===== src/rtl/pipe_ctrl_pkg.sv =====
// rtl/pipe_ctrl_pkg.sv - shared types and constants for the pipeline hazard controller
//
// Purpose: FSM state encoding, default mult/div latency, the $0 register
// address and the interrupt vector address shared with the PC mux.
// Ports: none (package).
package pipe_ctrl_pkg;

  typedef enum logic {
    RUN       = 1'b0,
    IRQ_ENTER = 1'b1
  } state_e;

  localparam int          MD_LAT_DEFAULT = 4;
  localparam logic [4:0]  REG_ZERO       = 5'd0;
  localparam logic [31:0] IRQ_VECTOR     = 32'h8000_0180;

endpackage


===== src/rtl/md_busy_timer.sv =====
// rtl/md_busy_timer.sv - mult/div busy countdown timer
//
// Purpose: loads MD_LAT on md_start (including while already busy) and counts
// down to zero; busy is high while the count is nonzero.
// Ports:
//   clk      in  system clock
//   reset    in  synchronous active-high reset, clears the count
//   md_start in  mult/div issued from EX this cycle
//   busy     out mult/div unit still busy
module md_busy_timer
  import pipe_ctrl_pkg::*;
#(
  parameter int MD_LAT = MD_LAT_DEFAULT
) (
  input  logic clk,
  input  logic reset,
  input  logic md_start,
  output logic busy
);

  logic [3:0] md_cnt_q;
  logic [3:0] md_cnt_d;

  always_comb begin
    md_cnt_d = md_cnt_q;
    if (md_start) begin
      md_cnt_d = 4'(MD_LAT);
    end else if (md_cnt_q != 4'd0) begin
      md_cnt_d = md_cnt_q - 4'd1;
    end
  end

  always_ff @(posedge clk) begin
    if (reset) begin
      md_cnt_q <= 4'd0;
    end else begin
      md_cnt_q <= md_cnt_d;
    end
  end

  assign busy = (md_cnt_q != 4'd0);

endmodule


===== src/rtl/pipeline_hazard_ctrl.sv =====
// rtl/pipeline_hazard_ctrl.sv - stall/flush controller for the 5-stage pipeline
//
// Purpose: detects load-use, branch/jump and mult/div hazards, sequences
// interrupt entry and ERET return, and drives PC/pipeline-register enables,
// flushes, EPC capture and vector select.
// Optional build macro: HAZARD_PERF_EN adds 32-bit saturating performance
// counters perf_stall_cnt, perf_flush_cnt and perf_irq_cnt.
// Ports:
//   clk, reset                 clock, synchronous active-high reset
//   id_rs, id_rt, id_uses_rt   source operands of the ID instruction
//   id_md_use                  ID instruction needs HI/LO or the mult/div unit
//   ex_memread, ex_rd          EX instruction is a load, and its destination
//   md_start                   mult/div issued from EX
//   branch_taken_ex, jump_id   control-flow redirects
//   eret_id, intterupt         exception return and interrupt request
//   pc_write, ifid_write       PC and IF/ID write enables
//   ifid/idex/exmem_flush      pipeline register clears
//   epc_capture, pc_vec_sel    interrupt entry controls
//   irq_masked                 handler active, interrupts ignored
module pipeline_hazard_ctrl
  import pipe_ctrl_pkg::*;
#(
  parameter int MD_LAT = MD_LAT_DEFAULT,
  parameter int REG_W  = 5
) (
  input  logic             clk,
  input  logic             reset,
  input  logic [REG_W-1:0] id_rs,
  input  logic [REG_W-1:0] id_rt,
  input  logic             id_uses_rt,
  input  logic             id_md_use,
  input  logic             ex_memread,
  input  logic [REG_W-1:0] ex_rd,
  input  logic             md_start,
  input  logic             branch_taken_ex,
  input  logic             jump_id,
  input  logic             eret_id,
  input  logic             intterupt,
  output logic             pc_write,
  output logic             ifid_write,
  output logic             ifid_flush,
  output logic             idex_flush,
  output logic             exmem_flush,
  output logic             epc_capture,
  output logic             pc_vec_sel,
  output logic             irq_masked
`ifdef HAZARD_PERF_EN
  ,
  output logic [31:0]      perf_stall_cnt,
  output logic [31:0]      perf_flush_cnt,
  output logic [31:0]      perf_irq_cnt
`endif
);

  state_e state_q;
  state_e state_d;
  logic   irq_masked_q;
  logic   irq_masked_d;

  logic md_busy;
  logic load_use;
  logic md_stall;
  logic stall;

  md_busy_timer #(
    .MD_LAT (MD_LAT)
  ) u_md_busy_timer (
    .clk      (clk),
    .reset    (reset),
    .md_start (md_start),
    .busy     (md_busy)
  );

  // $0 is hardwired to zero, so a load targeting it never creates a dependency.
  assign load_use = ex_memread
                 && (ex_rd != REG_W'(REG_ZERO))
                 && ((ex_rd == id_rs) || (id_uses_rt && (ex_rd == id_rt)));

  assign md_stall = md_busy && id_md_use;

  // A taken branch squashes the ID instruction, so its hazards do not stall.
  assign stall = !branch_taken_ex && (load_use || md_stall);

  // State register
  always_ff @(posedge clk) begin
    if (reset) begin
      state_q      <= RUN;
      irq_masked_q <= 1'b0;
    end else begin
      state_q      <= state_d;
      irq_masked_q <= irq_masked_d;
    end
  end

  // Next-state logic
  always_comb begin
    state_d      = RUN;
    irq_masked_d = irq_masked_q;
    case (state_q)
      RUN: begin
        // Branch redirect wins; a still-pending interrupt is taken next cycle.
        if (intterupt && !irq_masked_q && !branch_taken_ex) begin
          state_d = IRQ_ENTER;
        end
        // A stalled ERET stays in ID, so it is acted on once the stall releases.
        if (eret_id && !stall) begin
          irq_masked_d = 1'b0;
        end
      end
      IRQ_ENTER: begin
        state_d      = RUN;
        irq_masked_d = 1'b1;
      end
      default: begin
        state_d = RUN;
      end
    endcase
  end

  // Output logic
  always_comb begin
    pc_write    = 1'b1;
    ifid_write  = 1'b1;
    ifid_flush  = 1'b0;
    idex_flush  = 1'b0;
    exmem_flush = 1'b0;
    epc_capture = 1'b0;
    pc_vec_sel  = 1'b0;
    if (!reset) begin
      case (state_q)
        RUN: begin
          pc_write   = !stall;
          ifid_write = !stall;
          ifid_flush = branch_taken_ex || (jump_id && !stall);
          idex_flush = branch_taken_ex || stall;
        end
        IRQ_ENTER: begin
          ifid_flush  = 1'b1;
          idex_flush  = 1'b1;
          exmem_flush = 1'b1;
          epc_capture = 1'b1;
          pc_vec_sel  = 1'b1;
        end
        default: begin
          pc_write = 1'b1;
        end
      endcase
    end
  end

  assign irq_masked = irq_masked_q;

`ifdef HAZARD_PERF_EN
  logic [31:0] perf_stall_q;
  logic [31:0] perf_flush_q;
  logic [31:0] perf_irq_q;

  always_ff @(posedge clk) begin
    if (reset) begin
      perf_stall_q <= 32'd0;
      perf_flush_q <= 32'd0;
      perf_irq_q   <= 32'd0;
    end else begin
      if (!pc_write && (perf_stall_q != 32'hFFFF_FFFF)) begin
        perf_stall_q <= perf_stall_q + 32'd1;
      end
      if (ifid_flush && (perf_flush_q != 32'hFFFF_FFFF)) begin
        perf_flush_q <= perf_flush_q + 32'd1;
      end
      // IRQ_ENTER lasts exactly one cycle, so cycles equal entries.
      if ((state_q == IRQ_ENTER) && (perf_irq_q != 32'hFFFF_FFFF)) begin
        perf_irq_q <= perf_irq_q + 32'd1;
      end
    end
  end

  assign perf_stall_cnt = perf_stall_q;
  assign perf_flush_cnt = perf_flush_q;
  assign perf_irq_cnt   = perf_irq_q;
`endif

endmodule


===== config.mk =====
export PLATFORM = sky130hd
export DESIGN_NAME = pipeline_hazard_ctrl
export DESIGN_NICKNAME = d
export VERILOG_FILES = /design/src/rtl/pipe_ctrl_pkg.sv /design/src/rtl/md_busy_timer.sv /design/src/rtl/pipeline_hazard_ctrl.sv
export SDC_FILE = /design/constraint.sdc
export NUM_CORES = 1
export LEC_CHECK = 0
export ABC_CLOCK_PERIOD_IN_PS = 3100
export CORE_AREA = 4 4 41 43
export DETAILED_ROUTE_END_ITERATION = 6
export DIE_AREA = 0 0 45 47
export DONT_BUFFER_PORTS = 1
export PLACE_DENSITY_LB_ADDON = 0.15
export SYNTH_ARGS = -nofsm -noshare
export SYNTH_HDL_FRONTEND = slang
export SYNTH_HIERARCHICAL = 1
export SYNTH_SLANG_ARGS = --single-unit

===== constraint.sdc =====
create_clock -name clk -period 3.1 [get_ports clk]
set_input_delay 0.465 -clock clk [delete_from_list [all_inputs] [get_ports clk]]
set_output_delay 0.465 -clock clk [all_outputs]
set_load 0.02 [all_outputs]

Word-level counts from Yosys, hierarchy flattened
Index checks and enable logic that the tools add are counted.
- register bits after elaboration: 6
- bitwise logic cells: 1
- equal/unequal tests: 3
- add/sub/neg operators: 1
- mux-type cells: 14
- reductions and logical operators: 20
- operator list (cell ; number):
    equality test 5 bit ; 2
    logical AND 1 bit ; 9
    two-way mux 1 bit ; 8
    one-hot mux 1 bit (2 select lines) ; 4
    two-way mux 3 bit ; 2
    nonzero test 5 bit ; 1
    logical OR 1 bit ; 4
    nonzero test 4 bit ; 1
    subtractor 4 x 1 -> 4 bit (second input constant) ; 1
    zero test 1 bit ; 3
    inequality test 2 bit (second input constant) ; 1
    nonzero test 2 bit ; 1
    OR reduction 2 bit ; 1
    inverter 1 bit ; 1

Longest topological paths before layout
- depth in word-level cells: 11
- depth in mapped cells: 7
- mapped depth without buffers: 6

Cells and area by module
Netlist, hierarchy kept.
- by module, submodules not included (module ; cells each ; area an instance (um^2) ; instances):
    pipeline_hazard_ctrl ; 37 ; 277.8 ; 1
    md_busy_timer ; 21 ; 212.7 ; 1

Least setup slack after synthesis
Ideal clock, no wire load.
- kind: in2out
- start point: input ex_rd[1]
- end point: output pc_write
- path buffers: 1
- slack: 1008 ps
- data arrival time: 1627 ps
- stages on the path: 5
- path through: or4_1 > o21ai_2 > o21ai_0 > nand2_1 > buf_4
- cells in the longest elaborated chain, start to end: 9
- RTL lines (item ; line ; source):
    from (decl) ; pipeline_hazard_ctrl.sv:33 ; input logic [REG_W-1:0] ex_rd,
    equality test 5 bit ; pipeline_hazard_ctrl.sv:77 ; && ((ex_rd == id_rs) || (id_uses_rt && (ex_rd == id_rt)));
    logical AND 1 bit ; pipeline_hazard_ctrl.sv:77 ;
    logical OR 1 bit ; pipeline_hazard_ctrl.sv:77 ;
    logical AND 1 bit * ; pipeline_hazard_ctrl.sv:77 ;
    logical OR 1 bit * ; pipeline_hazard_ctrl.sv:82 ; assign stall = !branch_taken_ex && (load_use || md_stall);
    logical AND 1 bit * ; pipeline_hazard_ctrl.sv:82 ;
    zero test 1 bit * ; n/a ;
    two-way mux 1 bit * (2 in series) ; n/a ;
    to (decl) ; pipeline_hazard_ctrl.sv:39 ; output logic pc_write,
Every way passes the cells marked *; elsewhere a longest branch is shown, timed or not.

Worst setup path in the final report
- start point: register u_md_busy_timer.md_cnt_q[0]
- end point: output ifid_flush
- cells in the longest elaborated chain, start to end: 9
- RTL lines (item ; line ; source):
    from (decl) ; md_busy_timer.sv:21 ; logic [3:0] md_cnt_q;
    from (signal assigned) ; md_busy_timer.sv:37 ; md_cnt_q <= md_cnt_d;
    nonzero test 4 bit ; md_busy_timer.sv:41 ; assign busy = (md_cnt_q != 4'd0);
    via md_busy ; pipeline_hazard_ctrl.sv:60 ; logic md_busy;
    logical AND 1 bit ; pipeline_hazard_ctrl.sv:79 ; assign md_stall = md_busy && id_md_use;
    logical OR 1 bit ; pipeline_hazard_ctrl.sv:82 ;
    logical AND 1 bit ; pipeline_hazard_ctrl.sv:82 ;
    zero test 1 bit ; pipeline_hazard_ctrl.sv:134 ; ifid_flush = branch_taken_ex || (jump_id && !stall);
    logical AND 1 bit ; pipeline_hazard_ctrl.sv:134 ;
    logical OR 1 bit ; pipeline_hazard_ctrl.sv:134 ;
    one-hot mux 1 bit (2 select lines) ; pipeline_hazard_ctrl.sv:130 ; case (state_q)
    two-way mux 1 bit ; pipeline_hazard_ctrl.sv:129 ; if (!reset) begin
    to (decl) ; pipeline_hazard_ctrl.sv:41 ; output logic ifid_flush,
The timed path passes the listed nets, and every way through them passes these cells.

==> summary.md <==
| Metric | Value |
|---|---|
| Max capacitance violation total | `0` |
| Final setup margin | `~0.77 ns` |
| CTS tree | `built` |
| Post-synthesis instance area | `just under 500 um^2` |
| Sum of met3 wire segment lengths after detailed routing | `~130 um` |
| Inserted Clock Buffers | `3` |
| Fraction of power spent switching nets | `0.2818` |
| Top routing layer in use | `met3` |
| Slew Limit Headroom | `0.7028` |
| Critical path arrival | `~1.9 ns` |
| Setup-violating endpoint count in the final report | `0` |
| Run status | `completed` |
| Final core occ | `0.3971` |
| Max clock buf depth | `2` |
| Fraction of layout cells with a size suffix above 1 | `0.1525` |
| Die height | `47 um` |
| Power Internal | `between 0.00015 and 0.0002 W` |
| Resize count post-CTS | `0` |
| Number of design-rule violations left by the first detailed-router iteration | `7` |
| Number of warnings issued by yosys | `6` |
| Place WS | `0.9524 ns` |
| FP Rows | `13` |
| Total number of vias | `400` |
| Global route total overflow | `0` |
| Avg Synthesized Cell Area | `8.456 um^2` |
| Top fanout value on the critical path | `5` |
| Leakage power summed over all cells | `0.1939 nW` |
| Cells along the critical path | `inv_1 -> ha_1 -> or3b_4 -> nand2_1 -> o211ai_1 -> a21oi_1` |
| Startpoint type of the worst setup path | `register` |
| Count of buffers added by post-CTS timing repair for setup | `0` |
| Classification of the worst setup path | `register to output port` |
| Via count of the first global-routing pass | `roughly 460` |
| Weighted congestion at the end of routability-driven global placement | `about 0.71` |
| Dominant delay contributor by cell family on the critical path | `simple AND/OR/NAND/NOR gates` |
| Count of non-filler cells in the finished layout | `74` |
| Wl on met1 | `between 300 and 400 um` |
| RSZ-0062 raised after global routing | `no` |
| Final layout net count | `between 80 and 90` |
| Antenna viol nets, final | `0` |
| Total I/O pin count | `33` |
| Depth of the CTS H-tree | `1` |
| Post-cts hold buffer count | `0` |
| Worst path required time | `around 2.6 ns` |
| DRC violations left | `0` |
| Post-route setup TNS | `0 ns` |
| Number of inserted diodes | `0` |
| Length of the first detailed-routing pass in iterations | `3` |
| Maximum resistive drop on vdd | `approximately 90 uV` |
| Shortest period the worst path allows | `2.328 ns` |
| Portion of total power attributed to sequential cells | `0.412` |
| Met2 wire length | `approximately 490 um` |
| Slew Limit Fails | `0` |
| Core box area | `between 1000 and 1500 um^2` |
| Type of destination of the critical path | `output port` |
| Hold Crit Class | `primary input to register` |
| Area added between synthesis and finish | `5.357%` |
| Maximum number of pins on one net before global-route repair | `11` |
| Clk Tree Root Cell | `clkbuf_4` |
| Longest individual stage delay on the worst path | `about 0.42 ns` |
| Combinational share of power | `0.250` |
| Drt wl/cell | `between 10 and 15 um` |
| Slew at the pin closest to its max-slew limit | `0.4472 ns` |
| Net switching power | `between 0.00006 and 0.00007 W` |
| Clock latency at the later pin of the worst-skew pair | `~0.24 ns` |
| Final HPWL DP | `roughly 850 um` |
| Global-route wire length before repair | `between 1500 and 2000 um` |
| Max Clock Skew | `0.002370 ns` |
| Final Cycle Share | `0.7510` |
| Post-placement cell count | `71` |
| Master of the slowest instance on the critical path | `or3b_4` |
| Gate Count Post-Synth | `58` |
| Syn nets | `84` |
| PortBufs | `0` |
| Share of the yosys chip area belonging to registers | `0.2449` |
| Floorplan die area | `~2100 um^2` |
| Horizontal extent of the die | `between 40 and 50 um` |
| Yosys cell types | `27` |
| Antenna violations before repair | `0` |
| Clock sinks | `6` |
| Post-synthesis sequential element count | `6` |
| Highest attainable clock frequency | `approximately 430 MHz` |
| Number of hold violations in the final report | `0` |
| Proportion of power drawn by the clock network | `0.338` |
| Power Dens Cells | `414.0 nW/um^2` |
| Via density per instance | `roughly 5.4` |
| Starting density of the core | `0.3769` |
| Clock slew at reported path FFs | `approximately 0.050 ns` |
| Number of buffers and inverters on the critical path | `1` |
| Sum of routed wire length over all layers | `about 1000 um` |
| Global routing usage summed across all routing layers | `0.1163` |
==> per-layer routing <==
layer | GRT usage | vias to the layer above
li1 | - | 211
met1 | 0.1256 | 170
met2 | 0.2034 | 19
met3 | 0.03065 | 0
met4 | 0.07018 | 0
met5 | 0 | -
==> layout by cell type (no fill, tap or decap), types with 2 or more instances in the layout <==
cell type and instances:
xor2_1 9, dfxtp_1 6, nor3_1 5, inv_1 4, nor4_1 3, nor2_1 3
nand2_1 3, clkbuf_4 3, or4_1 2, nor3b_1 2, mux2_2 2
==> stage by stage <==
stage | total power [W] | instance area (um^2) | hold WS (ns)
global placement | 0.0001434 | 494.2 | 0.5173
finish | 0.0002140 | 516.7 | 0.2831
floorplan | 0.0001381 | 490.5 | 0.4940
CTS | 0.0002192 | 516.7 | 0.2735
global route | 0.0002303 | 516.7 | 0.2771
detailed placement | 0.0001440 | 494.2 | 0.5342
==> cell type report <==
cell class                      instances  area (um^2)
Multi-Input combinational cell         45        332.8
Fill cell                             141        784.5
Sequential cell                         6        120.1
Tap cell                               15        18.77
Clock buffer                            3        22.52
Timing Repair Buffer                    1        7.507
Inverter                                4        15.01
==> cells in the mapped netlist <==
cell       instances  area share
o31a_1             1       0.018
a32oi_1            1       0.018
nor3b_1            2       0.031
and3b_1            1       0.018
or4_1              2       0.031
nand2b_1           1       0.013
o211ai_1           1       0.015
or3b_4             1       0.023
nand3b_1           1       0.015
dfxtp_1            6        0.24
nor4b_1            1       0.018
inv_1              4       0.031
xor2_1             9        0.16
mux2_2             2       0.046
a21oi_1            1       0.010
a2111oi_2          1       0.031
nor4_1             3       0.038
nand2_1            3       0.023
ha_1               1       0.026
nor2b_1            1       0.013
o21ai_0            1       0.010
a31oi_1            1       0.013
nor3_1             5       0.051
buf_4              3       0.046
xnor2_1            1       0.018
nor2_1             3       0.023
o21ai_2            1       0.018
==> final timing paths <==
check | from | end | slack, ns | cells past startpoint
worst min register to register | u_md_busy_timer/md_cnt_q[3]$_SDFFE_PP0P_ | u_md_busy_timer/md_cnt_q[2]$_SDFFE_PP0P_ | 0.53 | 2
worst min-delay path | md_start | u_md_busy_timer/md_cnt_q[1]$_SDFFE_PP0P_ | 0.28 | 1
worst max register to register | u_md_busy_timer/md_cnt_q[0]$_SDFFE_PP0P_ | irq_masked$_SDFFE_PP0P_ | 1.33 | 6
worst max-delay path | u_md_busy_timer/md_cnt_q[0]$_SDFFE_PP0P_ | ifid_flush | 0.77 | 6
==> worst register-to-register path, stage by stage, from the launching register on <==
cell     delay, ns
dfxtp_1       0.32
inv_1         0.06
ha_1          0.21
or3b_4        0.42
nand2_1       0.12
nor3_1        0.05
or4_1         0.46
==> power groups by stage <==
stage               sequential, W   clock, W  combinational, W
floorplan               0.0000884          0         0.0000497
finish                  0.0000881  0.0000724         0.0000535
global route            0.0000893  0.0000796         0.0000614
global placement        0.0000896          0         0.0000538
CTS                     0.0000880  0.0000765         0.0000546
detailed placement      0.0000896          0         0.0000544
==> state kept, by name, summed over array words and instances (netlist names) <==
register / count
u_md_busy_timer/md_cnt_q: 4
irq_masked: 1
state_q: 1
==> cell families (layout without fill, tap and decap cells) <==
logic type	count (synthesis)	count (layout)	synth area share
and+or+nand+nor	24	24	0.2959
xor gates and xnor gates	10	10	0.1786
AOI/OAI and AO/OA	8	8	0.1326
buffers and inverters	7	8	0.07652
DFF	6	6	0.2449
muxes	2	2	0.04592
adders and majority gates	1	1	0.02551
Note: power is estimated with default switching activity, not from simulation.
